<file path="config.mk">
export PLATFORM = sky130hd
export DESIGN_NAME = pulse_stretcher
export DESIGN_NICKNAME = d
export VERILOG_FILES = /design/src/rtl/pulse_stretcher_pkg.sv /design/src/rtl/sat_counter.sv /design/src/rtl/pulse_stretcher.sv
export SDC_FILE = /design/constraint.sdc
export NUM_CORES = 1
export LEC_CHECK = 0
export BUFFER_PORTS_ARGS = -buffer_cell sky130_fd_sc_hd__clkbuf_2
export CAP_MARGIN = 20
export CORE_MARGIN = 2
export CORE_UTILIZATION = 50
export CTS_BUF_LIST = sky130_fd_sc_hd__clkbuf_4 sky130_fd_sc_hd__clkbuf_8
export CTS_CLUSTER_SIZE = 10
export DETAILED_ROUTE_END_ITERATION = 8
export GPL_ROUTABILITY_DRIVEN = 1
export PLACE_DENSITY = 0.76
export SLEW_MARGIN = 20
export SYNTH_ARGS = -nofsm -noshare
export SYNTH_HDL_FRONTEND = slang
export SYNTH_SLANG_ARGS = --single-unit
export TNS_END_PERCENT = 50
</file>
<file path="constraint.sdc">
create_clock -name clk -period 2.4 [get_ports clk]
set_input_delay 0.12 -clock clk [delete_from_list [all_inputs] [get_ports clk]]
set_output_delay 0.12 -clock clk [all_outputs]
set_load 0.01 [all_outputs]
</file>
<file path="src/rtl/pulse_stretcher_pkg.sv">
// Shared types and default parameters for the pulse stretcher.
package pulse_stretcher_pkg;

  // Controller states; level_out is high only in S_HIGH.
  typedef enum logic [1:0] {
    S_IDLE = 2'd0,
    S_HIGH = 2'd1,
    S_GAP  = 2'd2
  } state_t;

  localparam int DEF_CNT_W  = 8;
  localparam int DEF_PEND_W = 3;
  localparam int DEF_GAP    = 1;

  // Gap lengths run 1..255, so an 8-bit gap counter always suffices.
  localparam int GAP_CNT_W  = 8;

endpackage

</file>
<file path="src/rtl/sat_counter.sv">
// Saturating up/down counter holding the number of queued strobes.
// A simultaneous increment and decrement cancel out. The count never
// wraps in either direction.
module sat_counter #(
  parameter int W = 3
) (
  input  logic         clk,
  input  logic         rst_n,
  input  logic         i_inc,
  input  logic         i_dec,
  output logic [W-1:0] o_value,
  output logic         o_at_max
);

  logic [W-1:0] r_value;
  logic         w_at_max;
  logic         w_at_zero;

  assign w_at_max  = (r_value == {W{1'b1}});
  assign w_at_zero = (r_value == '0);

  // Count up or down; hold at both limits and when inc and dec cancel.
  always_ff @(posedge clk or negedge rst_n) begin
    if (!rst_n) begin
      r_value <= '0;
    end else if (i_inc && !i_dec && !w_at_max) begin
      r_value <= r_value + 1'b1;
    end else if (i_dec && !i_inc && !w_at_zero) begin
      r_value <= r_value - 1'b1;
    end
  end

  assign o_value  = r_value;
  assign o_at_max = w_at_max;

endmodule

</file>
<file path="src/rtl/pulse_stretcher.sv">
// Stretches single-cycle strobes into level windows of programmable
// length. In retrigger mode a strobe during a window extends it. In
// queue mode strobes are counted and replayed as separate windows,
// with GAP low cycles between them.
//
// Handshake: there is none. pulse_in is a plain strobe; every cycle it
// is high counts as one event and is either acted on, queued, or
// dropped with a one-cycle overflow indication. No back-pressure.
module pulse_stretcher
  import pulse_stretcher_pkg::*;
#(
  parameter int CNT_W  = DEF_CNT_W,
  parameter int PEND_W = DEF_PEND_W,
  parameter int GAP    = DEF_GAP
) (
  input  logic              clk,
  input  logic              rst_n,
  input  logic              pulse_in,
  input  logic [CNT_W-1:0]  width,
  input  logic              retrigger,
  output logic              level_out,
  output logic [PEND_W-1:0] pending,
  output logic              overflow,
  output logic              busy
);

  localparam logic [GAP_CNT_W-1:0] GAP_LOAD = GAP_CNT_W'(GAP);

  state_t               r_state;
  logic [CNT_W-1:0]     r_win_cnt;
  logic [GAP_CNT_W-1:0] r_gap_cnt;
  logic                 r_level;

  logic [CNT_W-1:0]     w_win_len;
  logic                 w_in_high;
  logic                 w_in_gap;
  logic                 w_last_high;
  logic                 w_last_gap;
  logic                 w_has_pend;
  logic                 w_retrig_hit;
  logic                 w_inc;
  logic                 w_dec;
  logic [PEND_W-1:0]    w_pending;
  logic                 w_at_max;

  // A width of zero still produces a one-cycle window.
  assign w_win_len = (width == '0) ? CNT_W'(1) : width;

  assign w_in_high   = (r_state == S_HIGH);
  assign w_in_gap    = (r_state == S_GAP);
  assign w_last_high = w_in_high && (r_win_cnt == CNT_W'(1));
  assign w_last_gap  = w_in_gap && (r_gap_cnt == GAP_CNT_W'(1));
  assign w_has_pend  = (w_pending != '0);

  // A strobe in HIGH with retrigger set reloads the window instead of
  // being queued.
  assign w_retrig_hit = w_in_high && retrigger && pulse_in;

  // Queue a strobe arriving in HIGH (queue mode) or in GAP (either
  // mode). On the last GAP cycle with nothing pending, the strobe starts
  // the next window directly and is not counted; with something
  // pending it is counted and cancels against the replay decrement.
  assign w_inc = pulse_in &&
                 ((w_in_high && !retrigger) ||
                  (w_in_gap && !(w_last_gap && !w_has_pend)));
  assign w_dec = w_last_gap && w_has_pend;

  sat_counter #(
    .W (PEND_W)
  ) u_pend (
    .clk      (clk),
    .rst_n    (rst_n),
    .i_inc    (w_inc),
    .i_dec    (w_dec),
    .o_value  (w_pending),
    .o_at_max (w_at_max)
  );

  // Window/gap controller with a registered level output.
  always_ff @(posedge clk or negedge rst_n) begin
    if (!rst_n) begin
      r_state   <= S_IDLE;
      r_win_cnt <= '0;
      r_gap_cnt <= '0;
      r_level   <= 1'b0;
    end else begin
      case (r_state)
        S_IDLE: begin
          if (pulse_in) begin
            r_state   <= S_HIGH;
            r_win_cnt <= w_win_len;
            r_level   <= 1'b1;
          end
        end
        S_HIGH: begin
          if (w_retrig_hit) begin
            r_win_cnt <= w_win_len;
          end else if (w_last_high) begin
            r_state   <= S_GAP;
            r_win_cnt <= '0;
            r_gap_cnt <= GAP_LOAD;
            r_level   <= 1'b0;
          end else begin
            r_win_cnt <= r_win_cnt - 1'b1;
          end
        end
        S_GAP: begin
          if (w_last_gap) begin
            r_gap_cnt <= '0;
            if (w_has_pend || pulse_in) begin
              r_state   <= S_HIGH;
              r_win_cnt <= w_win_len;
              r_level   <= 1'b1;
            end else begin
              r_state <= S_IDLE;
            end
          end else begin
            r_gap_cnt <= r_gap_cnt - 1'b1;
          end
        end
        default: begin
          r_state   <= S_IDLE;
          r_win_cnt <= '0;
          r_gap_cnt <= '0;
          r_level   <= 1'b0;
        end
      endcase
    end
  end

  assign level_out = r_level;
  assign pending   = w_pending;
  assign overflow  = w_inc && w_at_max && !w_dec;
  assign busy      = (r_state != S_IDLE);

endmodule
</file>
# Word level (Yosys, flattened, before mapping)
# Cells that the tools add are included.
totals:
  reg_bits: 22
  input_bits: 12
  out_inout_bits: 6
  wordCells: 79
op_classes:
  addsub: 4
  n_eq_ne: 10
  mux: 25
  bitwise_logic: 1
  reduce_logical: 34
op_table:
  columns: ["cell", "n"]
  rows:
  - ["8-bit 2-to-1 mux", 9]
  - ["8-bit one-hot mux with 3 select lines", 2]
  - ["8-bit by 1-bit == test with 1-bit output (second input constant)", 2]
  - ["8-bit by 1-bit subtractor with 8-bit output (second input constant)", 2]
  - ["1-bit logical AND", 15]
  - ["8-bit logical NOT", 1]
  - ["2-bit 2-to-1 mux", 4]
  - ["1-bit logical NOT", 7]
  - ["1-bit 2-to-1 mux", 6]
  - ["3-bit 2-to-1 mux", 2]
  - ["2-bit by 1-bit inequality test with 1-bit output (second input constant)", 3]
  - ["2-bit one-hot mux with 3 select lines", 1]
  - ["3-bit AND reduction", 2]
  - ["5-bit AND reduction", 1]
  - ["2-bit inequality test (second input constant)", 2]
  - ["4-bit AND reduction", 1]
  - ["2-bit nonzero test", 2]
  - ["3-bit by 1-bit adder with 3-bit output (second input constant)", 1]
  - ["3-bit == test (second input constant)", 1]
  - ["3-bit logical NOT", 1]
  - ["1-bit one-hot mux with 3 select lines", 1]
  - ["3-bit nonzero test", 1]
  - ["3-bit by 1-bit subtractor with 3-bit output (second input constant)", 1]
  - ["2-bit by 1-bit == test with 1-bit output (second input constant)", 1]
  - ["4 further kinds", 5]

# Longest topological paths before layout
depth:
  ltp_word: 12
  ltp_mapped: 9
  ltp_nobuf: 9

# By module
# A second synthesis with hierarchy kept.
hier_totals:
  cells_unflattened: 190
  area_unflattened_um2: 1764.2
modules_own_cells:
  columns: ["module", "n_inst", "cells_each", "area_per_inst_um2", "seq_area_each_um2"]
  rows:
  - ["pulse_stretcher", 1, 155, 1425.1, 475.5]
  - ["sat_counter", 1, 35, 339.1, 75.1]

# Worst setup path before layout
# OpenSTA, ideal clock, no wires.
synth_timing:
  kind: "register -> register"
  from: "reg u_pend.r_value[0], in the netlist u_pend.o_value[0]"
  to: "reg u_pend.r_value[2], in the netlist u_pend.o_value[2]"
  setup_ns: 0.079
  arrival_time_ns: 2.520
  required_time_ns: 2.321
  path_slack_ns: -0.199
  path_stages_with_launch: 8
  path_buffers: 0
  period_less_slack_ns: 2.599
  path_cell_list: "dfrtp_1 > or3_1 > a211o_1 > a21o_2 > fa_1 > or4_1 > o21ai_2 > xor2_1"
synth_via:
  elab_chain_len: 11
  word_cells_on_any_way: 23
  cone_classes: "add/sub (2); eq/ne (1); mux (2); reduce/logical (18)"
synth_rtl:
  columns: ["item", "line", "rtl"]
  rows:
  - ["from (decl)", "sat_counter.sv:15", "logic [W-1:0] r_value;"]
  - ["from (signal assigned)", "sat_counter.sv:27", "r_value <= r_value + 1'b1;"]
  - ["from (signal assigned)", "sat_counter.sv:29", "r_value <= r_value - 1'b1;"]
  - ["3-bit nonzero test", "pulse_stretcher.sv:53", "assign w_has_pend = (w_pending != '0);"]
  - ["1-bit logical NOT", "pulse_stretcher.sv:65", "(w_in_gap && !(w_last_gap && !w_has_pend)));"]
  - ["1-bit logical AND", "pulse_stretcher.sv:65", null]
  - ["1-bit logical NOT", "pulse_stretcher.sv:65", null]
  - ["1-bit logical AND", "pulse_stretcher.sv:65", null]
  - ["1-bit logical OR", "pulse_stretcher.sv:64", "((w_in_high && !retrigger) ||"]
  - ["1-bit logical AND", "pulse_stretcher.sv:63", "assign w_inc = pulse_in &&"]
  - ["1-bit logical NOT", "sat_counter.sv:28", "end else if (i_dec && !i_inc && !w_at_zero) begin"]
  - ["1-bit logical AND (2 in a row)", "sat_counter.sv:28", null]
  - ["2-bit nonzero test (no source line)", null, null]
# Several ways; a longest one is shown, not always the timed one. The select of a mux whose other input is x is not followed.
# A chain may end at the register's enable or synchronous reset.

# Worst setup path in the final report
layout_timing:
  from: "reg u_pend.r_value[2], in the netlist u_pend.o_value[2]"
  to: "reg u_pend.r_value[2], in the netlist u_pend.o_value[2]"
# Same word-level chain as after synthesis.

==> results.cfg <==
[yosys]
synth_top_area_cell = dfrtp_1
synth_area_per_cell_um2 = 9.31
yosys_warnings = 0
async_flop_share_pct = 100
synth.area.top_cells = dfrtp_1 (35%), ha_1 (8.0%), nor2_1 (4.3%), nand2_1 (3.1%), a21oi_1 (2.9%)
syn_inst = 167
post-synth-top-area-fraction_pct = 35.4
synth-seq-cells = 22
synth-edff-count = 0
synth_ff_type = dfrtp_1
synth-seq-area-share_pct = 35.4
synth_common_cells = dfrtp_1 (22), nor2_1 (18), nand2_1 (13), inv_1 (11), ha_1 (10)
synth_most_common_cell = dfrtp_1
synth_cell_types = 44
synth_nets = 190
synthesis.area_mm2 = 0.00156

[clock_network]
cts_tree = yes
cts_buffers = 3
cts_max_path_buffers = 2
htree_levels = 1
clk_pin_slew_worst_paths_ns = 0.13
clock_sinks = 22
worstSkewPairLatency_ns = 0.31
cts-root-buf = clkbuf_4

[power]
p_leak_nw = 0.830
powerDensity_mw_per_mm2 = 1460
peakVddDrop_v = 0.000853

[critical_path]
cp-start-kind = flip-flop
worstPathArrival_ns = 2.73
crit_slowest_cell = or4_4
worstPathMaxFanout = 2
criticalPathCategory = reg -> reg
required_ns = 2.64
max_stage_delay_ns = 0.48
cp-end-kind = flip-flop
path_cells = or3_4, a211o_1, a21o_2, fa_2, or4_4, o21ai_2, xor2_1

[placement]
numPortBuffers = 17
dpl_worst_slack_ns = -0.0224
place_congestion = 0.818
hpwl_um = 2770

[timing]
setup_viol = 1
slew_headroom_pct = 52.0
fin_crit_sh_pct = 104
min_period_ns = 2.49
hold_viol = 0
worst_slack_ns = -0.0923
rsz0062_at_grt = yes
tns_ns = -0.0923
worst_pin_slew_ns = 0.717
hold_slack_ns = 0.140
max_clock_freq_ghz = 0.401
slew_violations = 0
fin_worst_skew_ns = 0.000591

[worst_hold_path]
hp-class = in -> reg

[routing]
drc_errors = 0
post_drt_wl_per_cell_um = 15.6
via_per_inst = 6.30
antenna_left = 0
wl_um = 3590
first_iter_violations = 89
firstDrtPassIters = 4
vias = 1456

[global_routing]
antenna_found_initial = 0
overflow = 0
grt_pass1_wl_um = 5820
grt_max_degree = 23
grt_pass1_vias = 1392
grt_use_total_pct = 21.3

[floorplan]
io_pins = 18
fp.dieArea_mm2 = 0.00357
initial_utilization_pct = 51.8
core_mm2 = 0.00300
die_x_um = 59.8
rows = 20
fp.dieH_um = 59.8

[finish]
fin_nets = 222
n_antenna_cell = 0
drive_gt1_share_pct = 27.3
area_growth_pct = 16.9

[status]
outcome = finished, violations left
violations = setup timing

[run]
cap_violations = 0
cell usage in the layout (no fill, tap or decap), types with 2 or more instances in the layout:
master    instances
o41ai_1           2
or3_1             2
or3_4             2
nand2b_1          3
o21ai_1           7
mux2i_1           3
buf_4            12
a211oi_1          2
nor3_1            5
nor2_1           18
mux2_1            2
ha_1             10
clkbuf_4          3
inv_1            10
xor2_1            2
clkbuf_2         17
a21oi_1           9
o211ai_1          2
dfrtp_1          19
a32oi_1           2
or4_1             3
dfrtp_2           3
o31ai_1           4
o21ai_0           8
nand2_1          13
nor4_1            3
nand3_1           2
o21ai_2           4
a22o_1            4
critical path, delay by kind of cell, from the launching register on:
family | cells | cell delay (ns)
fa+ha+maj | 1 | 0.34
simple gates | 2 | 0.87
flops | 1 | 0.42
compound gates | 3 | 0.61
xor+xnor | 1 | 0.17
cells by family after synthesis:
logic type	count (synthesis)	share of synthesized area, %
flops	22	35.4
compound gates	52	24.5
simple gates	60	21.6
xor+xnor	2	1.13
fa+ha+maj	11	9.33
buf+inv	14	3.62
mux	6	4.34
metrics by stage:
stage / cells / utilization (%) / instance area [um2] / total power [mW]
2_1_floorplan: 167 / - / 1560 / 1.89
3_3_place_gp: 225 / 58.5 / 1760 / 2.31
3_5_place_dp: 225 / 58.5 / 1760 / 2.40
4_1_cts: 230 / 60.3 / 1810 / 2.63
5_1_grt: 231 / 60.5 / 1820 / 2.87
6_report: 231 / 60.5 / 1820 / 2.65
where the power goes:
| part | internal, mW | switching (mW) |
|---|---|---|
| logic | 0.756 | 0.959 |
| registers | 0.540 | 0.181 |
| clock network | 0.0928 | 0.120 |
| total | 1.39 | 1.26 |
final timing paths:
path | from | to | slack (ns) | cells after the start
setup / recovery | u_pend.o_value[2] | u_pend.o_value[2] | -0.09 | 7
hold / removal | width[1] | r_win_cnt[1] | 0.14 | 3
setup reg to reg | u_pend.o_value[2] | u_pend.o_value[2] | -0.09 | 7
hold reg to reg | r_win_cnt[1] | r_win_cnt[1] | 0.52 | 2
max in group asynchronous | rst_n | u_pend.o_value[2] | 1.68 | 2
min in group asynchronous | rst_n | u_pend.o_value[0] | 0.32 | 2
layer usage:
| metal | track usage [%] | vias up | share of wire (%) | wire length (um) |
|---|---|---|---|---|
| li1 | - | 685 | - | - |
| met4 | 9.52 | 0 | 1.9 | 68 |
| met1 | 26.3 | 721 | 45 | 1600 |
| met5 | 0 | - | 0 | 0 |
| met3 | 2.16 | 9 | 3.5 | 126 |
| met2 | 37.0 | 41 | 50 | 1800 |
state kept, by name, summed over array words and instances (netlist names):
signal,cells
level_out,1
r_gap_cnt,8
r_win_cnt,8
r_state,2
u_pend.o_value,3
final cells by class:
class / count / area [um2]
flip-flops and latches: 22 / 554
multi-input cells: 131 / 960
inverters: 11 / 41.3
repair buffers: 30 / 185
fillers: 258 / 1180
well taps: 33 / 41.3
clock buffers: 4 / 36.3
timing repair:
item,4_1_cts,5_1_grt
endpoints found under the setup margin,1,1
gates resized for setup,2,1
buffers inserted,0,1
pin swaps,1,2
hold buffers,1,0
hold endpoints to repair,22,0
Note: power is estimated with default switching activity, not from simulation.
